`src/rtl/pwm_pkg.sv`:
```
// pwm_pkg: shared widths, debounce divider constants and the saturating duty step helper.
package pwm_pkg;
  localparam int CNT_W_DEF    = 8;
  localparam int DEB_DIV_FPGA = 25_000_000;
  localparam int DEB_DIV_SIM  = 2;
  typedef enum logic {DIR_DEC = 1'b0, DIR_INC = 1'b1} dir_e;
  function automatic int unsigned sat_add_sub(input int unsigned value, input int unsigned step,
                                              input int unsigned limit, input dir_e dir);
    return (dir == DIR_INC) ? ((value + step > limit) ? limit : value + step)
                            : ((value < step) ? 0 : value - step);
  endfunction
endpackage

```
`src/rtl/btn_debounce.sv`:
```
// btn_debounce: tick-sampled two-stage button filter producing one press pulse per rising edge.
module btn_debounce (
  input  logic clk,
  input  logic rst_n,
  input  logic tick,
  input  logic btn,
  output logic press
);
  logic q1, q2;
  always_ff @(posedge clk or negedge rst_n)
    if (!rst_n) begin
      q1 <= 1'b0;
      q2 <= 1'b0;
    end else if (tick) begin
      q1 <= btn;
      q2 <= q1;
    end
  assign press = q1 & ~q2 & tick;
endmodule

```
`src/rtl/pwm_multi_ctrl.sv`:
```
// pwm_multi_ctrl: NCH PWM channels on one shared period counter with button-adjusted shadowed duties.
// Define PWM_PHASE_STAGGER_EN to offset each channel's compare phase by i*(PERIOD/NCH).
module pwm_multi_ctrl
  import pwm_pkg::*;
#(
  parameter int NCH       = 4,
  parameter int CNT_W     = CNT_W_DEF,
  parameter int PERIOD    = 10,
  parameter int STEP      = 1,
  parameter int DUTY_INIT = 5,
  parameter int DEB_DIV   = DEB_DIV_FPGA,
  localparam int SW = (NCH > 1) ? $clog2(NCH) : 1,
  localparam int PW = (DEB_DIV > 1) ? $clog2(DEB_DIV) : 1
) (
  input  logic             clk,
  input  logic             rst_n,
  input  logic             ena,
  input  logic             inc_btn,
  input  logic             dec_btn,
  input  logic [SW-1:0]    ch_sel,
  output logic [NCH-1:0]   pwm_out,
  output logic             period_start,
  output logic [CNT_W-1:0] duty_sel
);
  logic [PW-1:0] pre;
  logic tick, inc_p, dec_p, do_inc, do_dec, sel_ok, wrap;
  logic [CNT_W-1:0] cnt;
  logic [CNT_W-1:0] shadow [NCH];
  logic [CNT_W-1:0] active [NCH];
  logic [NCH-1:0] hit;
  assign tick = (pre == PW'(DEB_DIV - 1));
  always_ff @(posedge clk or negedge rst_n)
    if (!rst_n) pre <= '0;
    else pre <= tick ? '0 : pre + 1'b1;
  btn_debounce u_inc (.clk(clk), .rst_n(rst_n), .tick(tick), .btn(inc_btn), .press(inc_p));
  btn_debounce u_dec (.clk(clk), .rst_n(rst_n), .tick(tick), .btn(dec_btn), .press(dec_p));
  assign do_inc = inc_p & ~dec_p;
  assign do_dec = dec_p & ~inc_p;
  assign sel_ok = int'(ch_sel) < NCH;
  assign wrap   = ena && (cnt == CNT_W'(PERIOD - 1));
  always_ff @(posedge clk or negedge rst_n)
    if (!rst_n) begin
      for (int i = 0; i < NCH; i++) begin
        shadow[i] <= CNT_W'(DUTY_INIT);
        active[i] <= CNT_W'(DUTY_INIT);
      end
    end else begin
      if ((do_inc | do_dec) && sel_ok)
        shadow[ch_sel] <= CNT_W'(sat_add_sub(32'(shadow[ch_sel]), STEP, PERIOD, do_inc ? DIR_INC : DIR_DEC));
      if (wrap) active <= shadow;
    end
  always_ff @(posedge clk or negedge rst_n)
    if (!rst_n) cnt <= '0;
    else if (ena) cnt <= wrap ? '0 : cnt + 1'b1;
  for (genvar i = 0; i < NCH; i++) begin : g_ch
    logic [CNT_W-1:0] cmp;
`ifdef PWM_PHASE_STAGGER_EN
    assign cmp = CNT_W'((32'(cnt) + i * (PERIOD / NCH)) % PERIOD);
`else
    assign cmp = cnt;
`endif
    assign hit[i] = cmp < active[i];
  end
  always_ff @(posedge clk or negedge rst_n)
    if (!rst_n) begin
      pwm_out      <= '0;
      period_start <= 1'b0;
    end else begin
      pwm_out      <= ena ? hit : '0;
      period_start <= ena & (cnt == '0);
    end
  assign duty_sel = sel_ok ? shadow[ch_sel] : '0;
endmodule

```
`config.mk`:
```
export PLATFORM = sky130hd
export DESIGN_NAME = pwm_multi_ctrl
export DESIGN_NICKNAME = d
export VERILOG_FILES = /design/src/rtl/pwm_pkg.sv /design/src/rtl/btn_debounce.sv /design/src/rtl/pwm_multi_ctrl.sv
export SDC_FILE = /design/constraint.sdc
export NUM_CORES = 1
export LEC_CHECK = 0
export BUFFER_PORTS_ARGS = -buffer_cell sky130_fd_sc_hd__buf_4
export CORE_UTILIZATION = 55
export DETAILED_ROUTE_END_ITERATION = 8
export GPL_TIMING_DRIVEN = 0
export HOLD_SLACK_MARGIN = 0.03
export PLACE_DENSITY = 0.75
export SYNTH_ARGS = -nofsm -noshare
export SYNTH_HDL_FRONTEND = slang
export SYNTH_SLANG_ARGS = --single-unit
```
`constraint.sdc`:
```
create_clock -name clk -period 8.7 [get_ports clk]
set_input_delay 1.305 -clock clk [delete_from_list [all_inputs] [get_ports clk]]
set_output_delay 1.305 -clock clk [all_outputs]
set_load 0.01 [all_outputs]
```
-- Yosys cells after proc, flatten, opt, wreduce, memory -nomap -nowiden
Cells that the tools add are included.
- flip-flop bits (word level): 106
- logic and storage cells: 59
- $add $sub $neg: 4
- $lt $le $gt $ge: 8
- equal/unequal tests: 2
- muxes and demuxes: 13
- bitwise logic cells: 13
- reduce and logical (&&, ||, !) cells: 3
- operators with widths (kind ; count):
    8-bit 2-to-1 mux ; 7
    32-bit bitwise mux ; 1
    8-bit less-than comparator ; 4
    25-bit by 1-bit adder with 25-bit output (second input constant) ; 1
    25-bit equality test (second input constant) ; 1
    25-bit 2-to-1 mux ; 1
    8-bit binary-select mux with 2-bit select ; 1
    8-bit demux with 2-bit select ; 1
    8-bit by 1-bit adder with 9-bit output (second input constant) ; 1
    9-bit by 4-bit greater-than comparator with 1-bit output (second input constant) ; 1
    8-bit by 1-bit adder with 8-bit output (second input constant) ; 1
    8-bit by 4-bit equality test with 1-bit output (second input constant) ; 1
    8-bit logical NOT ; 1
    8-bit by 1-bit less-than comparator with 1-bit output (second input constant) ; 1
    8-bit by 1-bit subtractor with 8-bit output (second input constant) ; 1
    1-bit AND ; 7
    4-bit 2-to-1 mux ; 1
    1-bit inverter ; 4
    3-bit greater-or-equal comparator (second input constant) ; 1
    3-bit by 1-bit less-than comparator with 1-bit output (second input constant) ; 1
    2-bit inverter with 3-bit output ; 1
    1-bit logical AND ; 2
    1-bit 2-to-1 mux ; 1
    1-bit OR ; 1

-- Logic depth before layout (Yosys ltp)
- word-level depth: 9
- gate-level depth with buffers: 12
- depth with buffers taken out: 11

-- By module
From an unflattened synthesis, not the netlist that was laid out.
- cells, all modules: 501
- area total of the unflattened synthesis: 5486.5 um^2
- by module, submodules not included (module ; instances ; cells an instance ; area an instance (um^2) ; seq. area each (um^2)):
    pwm_multi_ctrl ; 1 ; 491 ; 5321.4 ; 2572.5
    btn_debounce ; 2 ; 5 ; 82.6 ; 50.0

-- Worst setup path before layout
OpenSTA, ideal clock, no wires.
- path kind: input-to-output
- start: input ch_sel[1]
- end: output duty_sel[5]
- arrival: 2.243 ns
- setup slack: 5.152 ns
- cell stages on the path: 4
- buffers on the path: 3
- cell sequence: clkbuf_1 > buf_2 > mux4_2 > clkbuf_1
- cells in the longest elaborated chain, start to end: 4
- ends and longest elaborated chain (element ; line ; source):
    start, declared ; pwm_multi_ctrl.sv:20 ; input logic [SW-1:0] ch_sel,
    2-bit inverter with 3-bit output (not written as such) ; pwm_multi_ctrl.sv:72 ; assign duty_sel = sel_ok ? shadow[ch_sel] : '0;
    8-bit binary-select mux with 2-bit select ; pwm_multi_ctrl.sv:72 ;
    8-bit 2-to-1 mux (not written as such) (2 in a row) ; pwm_multi_ctrl.sv:72 ;
    end, declared ; pwm_multi_ctrl.sv:23 ; output logic [CNT_W-1:0] duty_sel
Every way passes these cells. The select of a mux whose other input is x is not followed.

-- Worst setup path after layout
Ends and elaborated chain as after synthesis.

==> results.sh <==
export IMPL_status="complete, no violations"
export IMPL_crit_path_end_kind="primary output"
export IMPL_dpl_cell_area_sq_um=5900
export IMPL_core_sq_um=9820
export IMPL_ir_drop_mv=0.102
export IMPL_drive_above_1_share_pct=19.6
export IMPL_grt_max_degree=107
export IMPL_synth_seq_cells=106
export IMPL_tightestPinTransition_ns=0.931
export IMPL_die_h_um=103
export IMPL_routed_wl_mm=10.9
export IMPL_drc_errors=0
export IMPL_syn_inst=523
export IMPL_syn_avg_cell_area_sq_um=10.7
export IMPL_area_growth_pct=8.62
export IMPL_ys_types=50
export IMPL_h_tree_depth=3
export IMPL_rows=36
export IMPL_fin_skew_ns=0.0107
export IMPL_diodes=0
export IMPL_hpwl_mm=7.97
export IMPL_firstDrtPassIters=5
export IMPL_cp_required_ns=7.39
export IMPL_setup_viol=0
export IMPL_final_core_util_pct=62.0
export IMPL_critPathMaxFanout=10
export IMPL_worstPathArrival_ns=2.65
export IMPL_ctsLongestPathBuffers=2
export IMPL_numCtsBuffers=9
export IMPL_io_buffers=17
export IMPL_synthSimpleGateAreaFrac_pct=14.7
export IMPL_grt_pass1_wl_mm=18.4
export IMPL_clkSinkCount=106
export IMPL_synth_edf_count=0
export IMPL_ctsRootBufferMaster="clkbuf_8"
export IMPL_yosysTopAreaCellShare_pct=40.2
export IMPL_clock_latency_ns=0.37
export IMPL_fin_tns_setup_ns=0
export IMPL_synthArstFlopShare_pct=100
export IMPL_fin_crit_ns=3.96
export IMPL_grtUsageTotal_pct=22.9
export IMPL_io_pins=20
export IMPL_postRouteAntennaNets=0
export IMPL_rsz0062_at_grt="false"
export IMPL_drv_cap=0
export IMPL_yosysWarnings=0
export IMPL_ys_top_cells_by_count="dfrtp_1, nand2_1, nor2_1, ha_1, mux2_2"
export IMPL_synth_largest_area_cell="dfrtp_1"
export IMPL_cts_resized=0
export IMPL_synth_compound_area_share_pct=9.94
export IMPL_power_density_nw_per_um2=189
export IMPL_yosysMostFrequentCell="dfrtp_1"
export IMPL_fin_nets=594
export IMPL_clk_pin_slew_ns=0.10
export IMPL_gp_congestion=0.852
export IMPL_syn_num_nets=566
export IMPL_cp_start_kind="input port"
export IMPL_synth_area_mux_share_pct=11.0
export IMPL_start_util_pct=57.1
export IMPL_seq_area_frac_synth_pct=47.7
export IMPL_synthesis_area_sq_um=5600
export IMPL_cts_setup_buffers=0
export IMPL_synthAdderAreaFrac_pct=8.04
export IMPL_crit_type="input port to primary output"
export IMPL_cts_tree="built"
export IMPL_max_freq_mhz=253
export IMPL_p_leak_nw=2.79
export IMPL_finalCritPeriodShare_pct=45.5
export IMPL_grt_overflow=0
export IMPL_synth_top_family_by_area="simple AND/OR/NAND/NOR gates"
export IMPL_antenna_found_initial=0
export IMPL_ys_top_cells_by_area="dfrtp_1, ha_1, dfstp_2"
export IMPL_synth_xor_xnor_area_share_pct=4.38
export IMPL_grt_pass1_vias=3835
export IMPL_cts_hold_buf=0
export IMPL_fin_area_sq_um=6090
export IMPL_synthFlopType="dfrtp_1"
export IMPL_route_detailed_wl_per_inst_um=15.8
export IMPL_slew_headroom_pct=37.9
export IMPL_num_vias=3926
export IMPL_drt_iter0_drc=169
export IMPL_holdCritPathClass="register to register"
export IMPL_fp_dieArea_sq_um=10600
export IMPL_hold_viol_final=0
export IMPL_final_max_slew_viol_count=0
export IMPL_via_per_inst=5.71
export IMPL_die_x_um=103
## flip-flops by register name, summed over array words and instances, names as in the netlist
register / count
active: 32
cnt: 8
period_start: 1
pre: 25
pwm_out: 4
shadow: 32
u_dec.q1: 1
u_dec.q2: 1
u_inc.q1: 1
u_inc.q2: 1
## power breakdown
part,total [W],internal [W],switching (W)
logic,0.000287,0.000150,0.000137
clock network,0.000289,0.000109,0.000180
registers,0.000576,0.000533,0.0000422
total,0.00115,0.000792,0.000359
## kinds of logic after synthesis
kind of cell               after synthesis
adders and majority gates               36
xor gates and xnor gates                28
buffers and inverters                   57
and+or+nand+nor                        164
DFF                                    106
muxes                                   47
AOI/OAI and AO/OA                       85
## metrics by stage
step | setup slack, ns | hold slack, ns | cells | total power, W
floorplan | 5.15 | 0.439 | 523 | 0.000784
global placement | 4.77 | 0.455 | 673 | 0.000861
detailed placement | 4.74 | 0.459 | 673 | 0.000874
CTS | 4.75 | 0.478 | 688 | 0.00116
global route | 4.63 | 0.521 | 688 | 0.00122
finish | 4.74 | 0.475 | 688 | 0.00115
## routing by layer
layer	track usage [%]	vias to the layer above	wire length, um
li1	-	1886	-
met1	32.7	1950	5210
met2	35.6	76	5130
met3	4.54	14	417
met4	6.50	0	119
met5	0	-	0
## worst paths after layout
kind                           start           to  slack (ns)  depth (start not counted)
setup / recovery           ch_sel[1]  duty_sel[5]        4.74                          5
hold / removal                pre[4]       pre[4]        0.48                          1
setup reg to reg              pre[9]   shadow[23]        4.92                         10
hold reg to reg               pre[4]       pre[4]        0.48                          1
max in group asynchronous      rst_n   active[25]        7.05                          1
min in group asynchronous      rst_n   active[31]        1.05                          1
## layout make-up
type	instances	area (sq um)
Buffer	22	108
Fill cell	833	3730
Clock buffer	9	124
Clock inverter	6	61.3
Multi-Input combinational cell	360	2690
Sequential cell	106	2670
Inverter	35	131
Tap cell	133	166
Timing Repair Buffer	17	131
## worst max-delay path: stages
cell and delay, ns:
clkbuf_1 0.33, buf_2 0.29, mux4_2 0.32, clkbuf_1 0.21, buf_4 0.19
## cell usage in the layout, fill, tap and decap left out, types with 2 or more instances in the layout
cell	count
buf_6	2
mux4_2	8
clkbuf_1	12
o31ai_1	5
nand3_1	15
and3_1	2
nand2b_1	4
ha_1	36
and3b_1	2
nor3_1	7
buf_2	5
a21o_1	21
a21oi_1	8
a22o_1	5
or3_1	8
dfrtp_1	90
or4b_2	2
clkinv_4	2
nor2b_1	5
mux2i_1	3
inv_1	35
nor2_1	42
a31oi_1	18
and2_1	2
nand3b_1	6
clkbuf_8	9
mux2_2	36
xor2_1	17
or2_2	3
o21ai_0	21
nand4_1	11
nand2_1	46
buf_4	16
buf_1	3
xnor2_1	11
dfstp_2	16
Note: power is estimated with default switching activity, not from simulation.
